### src/rtl/alu_issue_ctrl.sv
// Purpose: issues one command at a time into an external combinational ALU and returns its result.
// Latency: rsp_valid rises two cycles after the cycle in which cmd_valid/cmd_ready handshake (3-cycle issue interval).
// Backpressure: no buffering; cmd_ready drops until the response handshakes, and the response holds while rsp_ready=0.
//
// Ports:
//   clk, rst                          - single rising-edge clock, synchronous active-high reset
//   cmd_valid/cmd_ready/cmd_op/cmd_a/cmd_b - command channel (valid/ready)
//   alu_op/alu_a/alu_b                - registered operands into the ALU, updated only on command accept
//   alu_result                        - combinational ALU output for the current alu_op/alu_a/alu_b
//   rsp_valid/rsp_ready/rsp_result/rsp_err - response channel (valid/ready)
//   alu_clk_en                        - registered enable for the ALU clock gate
//
// Build option: define ALU_CLKGATE_EN to add the SLEEP state, the idle counter and
// clock-gate control. Without it alu_clk_en is tied high and the FSM is IDLE/EXEC/RESP.

module alu_issue_ctrl #(
    parameter int WIDTH       = 8,
    parameter int IDLE_CYCLES = 4
) (
    input  logic             clk,
    input  logic             rst,

    input  logic             cmd_valid,
    output logic             cmd_ready,
    input  logic [3:0]       cmd_op,
    input  logic [WIDTH-1:0] cmd_a,
    input  logic [WIDTH-1:0] cmd_b,

    output logic [3:0]       alu_op,
    output logic [WIDTH-1:0] alu_a,
    output logic [WIDTH-1:0] alu_b,
    input  logic [WIDTH-1:0] alu_result,

    output logic             rsp_valid,
    input  logic             rsp_ready,
    output logic [WIDTH-1:0] rsp_result,
    output logic             rsp_err,

    output logic             alu_clk_en
);

    // Elaboration-time guard: the idle counter is 8 bits wide.
    if ((IDLE_CYCLES < 1) || (IDLE_CYCLES > 255)) begin : g_bad_idle_cycles
        $error("alu_issue_ctrl: IDLE_CYCLES must be within 1..255");
    end

`ifdef ALU_CLKGATE_EN
    typedef enum logic [1:0] {
        IDLE  = 2'd0,
        EXEC  = 2'd1,
        RESP  = 2'd2,
        SLEEP = 2'd3
    } state_t;
`else
    typedef enum logic [1:0] {
        IDLE  = 2'd0,
        EXEC  = 2'd1,
        RESP  = 2'd2
    } state_t;
`endif

    state_t state_q;
    state_t state_d;
    logic   accept;
    logic   do_exec;

`ifdef ALU_CLKGATE_EN
    localparam logic [7:0] IDLE_LAST = 8'(IDLE_CYCLES - 1);

    logic [7:0] idle_cnt;
    logic       idle_expired;

    // True during the last idle cycle before sleeping; the transition
    // itself happens on the edge that ends this cycle.
    assign idle_expired = (idle_cnt == IDLE_LAST);
`endif

    // ------------------------------------------------------------------
    // State register
    // ------------------------------------------------------------------
    always_ff @(posedge clk) begin
        if (rst) begin
            state_q <= IDLE;
        end else begin
            state_q <= state_d;
        end
    end

    // ------------------------------------------------------------------
    // Next state and handshake outputs
    // ------------------------------------------------------------------
    always_comb begin
        state_d   = state_q;
        cmd_ready = 1'b0;
        rsp_valid = 1'b0;
        accept    = 1'b0;
        case (state_q)
            IDLE: begin
                cmd_ready = 1'b1;
                if (cmd_valid) begin
                    accept  = 1'b1;
                    state_d = EXEC;
                end
`ifdef ALU_CLKGATE_EN
                else if (idle_expired) begin
                    state_d = SLEEP;
                end
`endif
            end
            EXEC: begin
                state_d = RESP;
            end
            RESP: begin
                rsp_valid = 1'b1;
                if (rsp_ready) begin
                    state_d = IDLE;
                end
            end
`ifdef ALU_CLKGATE_EN
            SLEEP: begin
                // Wake only; the command is taken from IDLE on the
                // following edge, so the sender simply keeps cmd_valid up.
                if (cmd_valid) begin
                    state_d = IDLE;
                end
            end
`endif
            default: begin
                state_d = IDLE;
            end
        endcase
    end

    assign do_exec = (state_q == EXEC);

    // ------------------------------------------------------------------
    // Datapath: ALU operand registers load only on accept so the ALU
    // inputs stay quiet between commands; the response registers load
    // only in EXEC and otherwise keep their last value.
    // ------------------------------------------------------------------
    always_ff @(posedge clk) begin
        if (rst) begin
            alu_op     <= '0;
            alu_a      <= '0;
            alu_b      <= '0;
            rsp_result <= '0;
            rsp_err    <= 1'b0;
        end else begin
            if (accept) begin
                alu_op <= cmd_op;
                alu_a  <= cmd_a;
                alu_b  <= cmd_b;
            end
            if (do_exec) begin
                // op[3] marks an undefined operation: flag it and return
                // zero whatever the ALU happens to produce.
                rsp_err    <= alu_op[3];
                rsp_result <= alu_op[3] ? '0 : alu_result;
            end
        end
    end

`ifdef ALU_CLKGATE_EN
    // ------------------------------------------------------------------
    // Idle counter: consecutive IDLE cycles with no command pending.
    // Cleared by any cmd_valid and by leaving IDLE (including to SLEEP).
    // ------------------------------------------------------------------
    always_ff @(posedge clk) begin
        if (rst) begin
            idle_cnt <= '0;
        end else if ((state_q == IDLE) && !cmd_valid && (state_d == IDLE)) begin
            idle_cnt <= idle_cnt + 8'd1;
        end else begin
            idle_cnt <= '0;
        end
    end

    // Registered from the next state so the gate enable lines up with
    // the state it belongs to: low exactly while in SLEEP.
    always_ff @(posedge clk) begin
        if (rst) begin
            alu_clk_en <= 1'b1;
        end else begin
            alu_clk_en <= (state_d != SLEEP);
        end
    end
`else
    assign alu_clk_en = 1'b1;
`endif

endmodule

### config.mk
export PLATFORM = sky130hd
export DESIGN_NAME = alu_issue_ctrl
export DESIGN_NICKNAME = d
export VERILOG_FILES = /design/src/rtl/alu_issue_ctrl.sv
export SDC_FILE = /design/constraint.sdc
export NUM_CORES = 1
export LEC_CHECK = 0
export ABC_AREA = 1
export CORE_ASPECT_RATIO = 0.75
export CORE_MARGIN = 5
export CORE_UTILIZATION = 30
export CTS_BUF_LIST = sky130_fd_sc_hd__clkbuf_4 sky130_fd_sc_hd__clkbuf_8
export CTS_CLUSTER_DIAMETER = 30
export CTS_CLUSTER_SIZE = 25
export DETAILED_ROUTE_END_ITERATION = 10
export PLACE_DENSITY = 0.7
export SLEW_MARGIN = 10
export SYNTH_ARGS = -nofsm -noshare
export SYNTH_HDL_FRONTEND = slang
export SYNTH_SLANG_ARGS = --single-unit
### constraint.sdc
create_clock -name clk -period 1.15 [get_ports clk]
set_clock_uncertainty 0.2 [all_clocks]
set_input_delay 0.23 -clock clk [delete_from_list [all_inputs] [get_ports clk]]
set_output_delay 0.23 -clock clk [all_outputs]
set_load 0.005 [all_outputs]
==> flow_summary.json, run 1 <==
{
  "outcome": "finished, violations left",
  "violations": "setup timing",
  "crit_arrival_ns": 0.90,
  "finalCritPeriodShare_pct": 116,
  "cellLeakagePower_nw": 1.25,
  "synth_nets": 241,
  "drtIter0Drc": 41,
  "p_per_area_mw_per_mm2": 1190,
  "fmaxAchievable_mhz": 753,
  "initial_utilization_pct": 31.1,
  "io_pins": 64,
  "whs_path_depth": 2,
  "cp_slowest_stage_delay_ns": 0.36,
  "grt_pass1_wl_um": 6820,
  "cts-buffers-inserted": 5,
  "grt_max_degree": 42,
  "critPathKind": "reg2out",
  "required_ns": 0.72,
  "r2r_setup_slack_ns": -0.16,
  "nets": 321,
  "timing.rr.start": "state_q[1]",
  "pre_cts_ws_ns": -0.382,
  "ys_types": 15,
  "via_per_inst": 4.31,
  "htreeDepth": 2,
  "r2r_cells": 6,
  "dp_hpwl_um": 2420,
  "ir_drop_v": 0.000632,
  "cts_num_sinks": 31,
  "fp-row-count": 21,
  "power_w": 0.00306,
  "swShare_pct": 26.7,
  "routabilityCongestion": 0.732,
  "syn-instance-count": 209,
  "insertion_delay_ns": 0.28,
  "coreArea_mm2": 0.00449,
  "yosysSeqAreaShare_pct": 44.4,
  "dr.pass1.iters": 7,
  "rsz0062_at_grt": "true",
  "pwr-share-seq_pct": 40.7,
  "setup_viol": 31,
  "start_kind": "flip-flop",
  "drc": 0,
  "final_util_pct": 57.1,
  "power.internal_w": 0.00224,
  "crit_path_end_kind": "output port",
  "cts_tree": "built",
  "critical_path.max_fanout": 3,
  "antenna_left": 0,
  "die_area_mm2": 0.00614,
  "cts-root-buf": "clkbuf_8",
  "wirelength_um": 4420,
  "path_clk_slew_ns": 0.06,
  "synth_area_mm2": 0.00140,
  "die_x_um": 88.8,
  "syn_to_final_growth_pct": 83.7,
  "pwr-share-comb_pct": 28.2,
  "drv_slew": 0,
  "cts_hold_buf": 0,
  "layout_min_cycle_time_ns": 1.33,
  "first_global_vias": 1403,
  "synth_seq_cells": 31,
  "finalWorstSetupSlack_ns": -0.178,
  "antenna_found_initial": 0,
  "drive_above_1_share_pct": 45.2,
  "pwr-share-clk_pct": 31.1,
  "drv_cap": 0,
  "clockBufferDepth": 2,
  "hold_end": "alu_b[5]",
  "gr-usage-all-layers_pct": 14.3,
  "holdCritStartpoint": "alu_b[5]",
  "critPathBufInv": 1,
  "wire_per_inst_um": 12.7,
  "port_buffers": 62,
  "die_h_um": 69.1,
  "syn_avg_cell_area_um2": 6.69,
  "n_antenna_cell": 0,
  "p_sw_w": 0.000815,
  "num_vias": 1496,
  "final.fill_count": 461,
  "hold_violations": 0,
  "critPathSlowestCell": "dfxtp_4",
  "grt_remaining_overflow": 0,
  "hp-class": "reg2reg",
  "worstReg2RegEnd": "alu_op[2]",
  "worstPathCellList": "nor2_4 > buf_6",
  "synth_warnings": 0,
  "cp_top_family": "flip-flops"
}
worst max path at each step:
stage / from / to / slack [ns] / cells after the start
after floorplan: state_q[1] / alu_a[0] / 0.007 / 5
after global placement: state_q[1] / rsp_valid / -0.36 / 3
after detailed placement: state_q[1] / rsp_valid / -0.38 / 3
after CTS: state_q[1] / rsp_valid / -0.20 / 3
after global routing: state_q[1] / alu_a[4] / -0.23 / 6
final: state_q[1] / cmd_ready / -0.18 / 2
area by class of cell:
type | instances | area, um2 | area share [%]
Multi-Input combinational cell | 134 | 729 | 28.4
Inverter | 33 | 130 | 5.07
Clock buffer | 8 | 104 | 4.04
Timing Repair Buffer | 84 | 868 | 33.8
Tap cell | 57 | 71.3 | 2.78
Sequential cell | 31 | 664 | 25.9
stage by stage:
stage | TNS, ns | hold WS [ns] | instance area [um2] | cells
2_1_floorplan | 0 | 0.196 | 1400 | 209
3_3_place_gp | -11.22 | 0.259 | 2090 | 325
3_5_place_dp | -11.32 | 0.272 | 2090 | 325
4_1_cts | -4.68 | 0.276 | 2370 | 343
5_1_grt | -6.06 | 0.279 | 2570 | 347
6_report | -3.31 | 0.258 | 2570 | 347
synth_stat cells:
cell type | n | share of area [%]
buf_6 | 4 | 3.2
nor2_4 | 2 | 1.6
dfxtp_1 | 31 | 44
clkbuf_1 | 2 | 0.54
o21ai_0 | 1 | 0.36
buf_4 | 1 | 0.54
a21oi_1 | 21 | 7.5
conb_1 | 1 | 0.27
nor2_1 | 32 | 8.6
nand2_1 | 54 | 15
buf_1 | 2 | 0.54
buf_2 | 4 | 1.4
inv_1 | 33 | 8.9
nand3_1 | 20 | 7.2
nand2_2 | 1 | 0.45
cell usage in the layout, fill, tap and decap left out, drive strengths merged:
master         Yosys  routed
inv               33      32
buf               11      51
clkbuf             2      10
a21oi             21      21
nand3             20      20
conb               1       1
dfxtp             31      31
o21ai              1       1
nor2              34      35
nand2             55      56
clkinvlp           0       1
clkdlybuf4s50      0      31
power groups by stage:
| stage | Clock, W | Sequential [W] | Combinational, W |
|---|---|---|---|
| floorplan | 0 | 0.00125 | 0.000299 |
| global placement | 0 | 0.00124 | 0.000647 |
| detailed placement | 0 | 0.00124 | 0.000649 |
| CTS | 0.000979 | 0.00124 | 0.000765 |
| global route | 0.00105 | 0.00125 | 0.000947 |
| finish | 0.000949 | 0.00124 | 0.000862 |
repair_timing:
| item | CTS | global route |
|---|---|---|
| endpoints found under the hold margin | 0 | 0 |
| buffers inserted | 5 | 5 |
| pin swaps | 13 | 14 |
| resized for setup | 192 | 39 |
| endpoints found under the setup margin | 61 | 62 |
| cloned | 5 | 3 |
cells by family (layout without fill, tap and decap cells):
kind of cell / Yosys count / after routing / synth area share, %
compound gates: 22 / 22 / 7.88
buf+inv: 46 / 125 / 15.1
flops: 31 / 31 / 44.4
other cells: 1 / 1 / 0.268
simple gates: 109 / 111 / 32.3
sequential cells by signal, indices dropped and copies added, names as in the netlist:
name and cells:
alu_op 4, alu_a 8, alu_b 8, rsp_result 8, rsp_err 1, state_q 2
layer usage:
layer  wire, um  global-route usage, %  up-vias
li1           -                      -      792
met1       1860                   17.9      652
met2       2110                   21.4       48
met3        435                   7.50        4
met4         10                   3.52        0
met5          0                      0        -
worst reg2reg max path: stages (launching register included):
cell	delay [ns]
dfxtp_4	0.36
nor2_4	0.15
buf_8	0.17
clkbuf_16	0.16
nand3_2	0.06
nand2_2	0.06
nor2_1	0.04
Note: power is estimated with default switching activity, not from simulation.
==> inputs of run 2 (changes only) <==
--- a/config.mk
+++ b/config.mk
@@ -13,7 +13,8 @@
 export CTS_CLUSTER_DIAMETER = 30
 export CTS_CLUSTER_SIZE = 25
 export DETAILED_ROUTE_END_ITERATION = 10
-export PLACE_DENSITY = 0.7
+export PLACE_DENSITY = 0.67
+export SKIP_LAST_GASP = 1
 export SLEW_MARGIN = 10
 export SYNTH_ARGS = -nofsm -noshare
 export SYNTH_HDL_FRONTEND = slang
==> constraint.sdc (replaced) <==
create_clock -name clk -period 1.4 [get_ports clk]
set_clock_uncertainty 0.2 [all_clocks]
set_input_delay 0.28 -clock clk [delete_from_list [all_inputs] [get_ports clk]]
set_output_delay 0.28 -clock clk [all_outputs]
set_load 0.005 [all_outputs]
==> run 2 against run 1 <==
  * The flow now finishes without violations
  * Power down 25%
  * Clock-buffer cell count unchanged
  * Combinational power down 41%
  * Sequential power down 20%
  * Register-to-register slack better by 0.24 ns
  * Die area unchanged
  * Sequential cell count unchanged
  * Setup slack better by 0.19 ns
  * Largest cell class unchanged
  * Highest routed layer unchanged
==> flow_summary.json, run 2 (same netlist as run 1, synthesis figures left out) <==
{
  "htreeDepth": 2,
  "grt_max_degree": 42,
  "die_x_um": 88.8,
  "hp-class": "reg2reg",
  "port_buffers": 62,
  "whs_ns": 0.278,
  "regArea_um2": 627,
  "drv_slew": 0,
  "drive_above_1_share_pct": 10.5,
  "drv_cap": 0,
  "num_vias": 1380,
  "crit_path_end_kind": "output port",
  "syn_to_final_growth_pct": 56.7,
  "critPathKind": "reg2out",
  "cts_num_sinks": 31,
  "path_clk_slew_ns": 0.06,
  "cts-root-buf": "clkbuf_8",
  "dp_hpwl_um": 2560,
  "n_antenna_cell": 0,
  "use_met1_pct": 15.6,
  "required_ns": 0.92,
  "fin_cells": 334,
  "die_h_um": 69.1,
  "critical_path.max_fanout": 3,
  "numPlacedInstances": 324,
  "coreArea_mm2": 0.00449,
  "cp_slowest_stage_delay_ns": 0.36,
  "gr-usage-all-layers_pct": 12.4,
  "fp-row-count": 21,
  "via_per_inst": 4.13,
  "die_area_mm2": 0.00614,
  "grt-busiest-layer": "met2",
  "rsz0062_at_grt": "true",
  "nets": 308,
  "grt_use_met3_pct": 6.67,
  "reg_top3": "alu_a x8, alu_b x8, rsp_result x8",
  "outcome": "complete, no violations",
  "grt_remaining_overflow": 0,
  "wire_per_inst_um": 11.0,
  "multi_input_comb_area_um2": 568,
  "clockBufferDepth": 2,
  "routabilityCongestion": 0.716,
  "cts_tree": "built",
  "grt_pass1_wl_um": 5930,
  "critPathBufInv": 2,
  "finalCritPeriodShare_pct": 99.4,
  "fmaxAchievable_mhz": 718,
  "wirelength_um": 3690,
  "hold_violations": 0,
  "start_kind": "flip-flop",
  "final_common_cell": "nand2_1",
  "first_global_vias": 1249,
  "cellLeakagePower_nw": 1.16,
  "initial_utilization_pct": 31.1,
  "antenna_left": 0,
  "ir_drop_v": 0.000577,
  "io_pins": 64,
  "cts-buffers-inserted": 5,
  "antenna_found_initial": 0,
  "drtIter0Drc": 38,
  "drc": 0,
  "dr.pass1.iters": 4,
  "crit_arrival_ns": 0.91,
  "insertion_delay_ns": 0.27,
  "setup_viol": 0,
  "p_per_area_mw_per_mm2": 1040,
  "layout_common_cells": "nand2_1, inv_1, nor2_1, clkdlybuf4s50_1",
  "layout_min_cycle_time_ns": 1.39,
  "use_met2_pct": 17.7,
  "final.fill_count": 482,
  "worstPathCellList": "inv_1 > nor2_2 > clkbuf_2",
  "cp_top_family": "flip-flops",
  "critPathSlowestCell": "dfxtp_2"
}
[run 2: cell count changes in the layout (fill, tap and decap cells not counted), sizes merged]
cell / change
nor2: -1
clkinvlp: -1
buf: -40
dlygate4sd2: +28
nand2: -1
clkbuf: +1
inv: +1
[run 2: area by class of cell]
cell class	instances	area share, %
multi-input combinational	132	25.9
clock buffer	8	4.74
inverter	33	5.66
timing repair buffer	73	31.8
sequential	31	28.6
tap	57	3.26
[run 2: metrics by stage]
| step | TNS (ns) | util (%) | setup WS [ns] | area, um2 | power (W) |
|---|---|---|---|---|---|
| after detailed placement | -2.85 | 46.3 | -0.157 | 2080 | 0.00155 |
| final | 0 | 48.7 | 0.00810 | 2190 | 0.00228 |
| after global placement | -2.65 | 46.3 | -0.144 | 2080 | 0.00154 |
| after CTS | -0.143 | 48.3 | -0.139 | 2170 | 0.00229 |
| after floorplan | 0 | - | 0.236 | 1400 | 0.00127 |
| after global routing | -0.0635 | 48.7 | -0.0589 | 2190 | 0.00243 |
[run 2: per-layer routing]
metal	vias to the layer above	share of wire (%)
li1	757	-
met1	577	45
met2	42	43
met3	4	11
met4	0	0.92
met5	-	0
[run 2: worst paths after layout]
kind / endpoint / depth (start not counted) / start / slack [ns]
worst min-delay path: alu_a[4] / 2 / alu_a[4] / 0.28
worst min register to register: alu_a[4] / 2 / alu_a[4] / 0.28
worst max register to register: alu_b[5] / 6 / state_q[0] / 0.08
worst max-delay path: rsp_valid / 3 / state_q[1] / 0.008
[run 2: worst register-to-register path, stage by stage, from the launching register on]
cell and delay (ns):
dfxtp_4 0.36, nor2_4 0.11, buf_4 0.18, clkbuf_16 0.19
nand3_1 0.08, nand2_1 0.06, nor2_1 0.03
[run 2: power by group]
part | internal, W | switching [W] | total, W
logic | 0.000274 | 0.000231 | 0.000505
registers | 0.000958 | 0.0000390 | 0.000997
clock network | 0.000467 | 0.000307 | 0.000774
[run 2: timing repair]
item	CTS	global route
cloned	0	1
endpoints found under the setup margin	50	22
buffers inserted	1	0
gates resized for setup	41	5
hold buffers	0	0
pin swaps	1	1
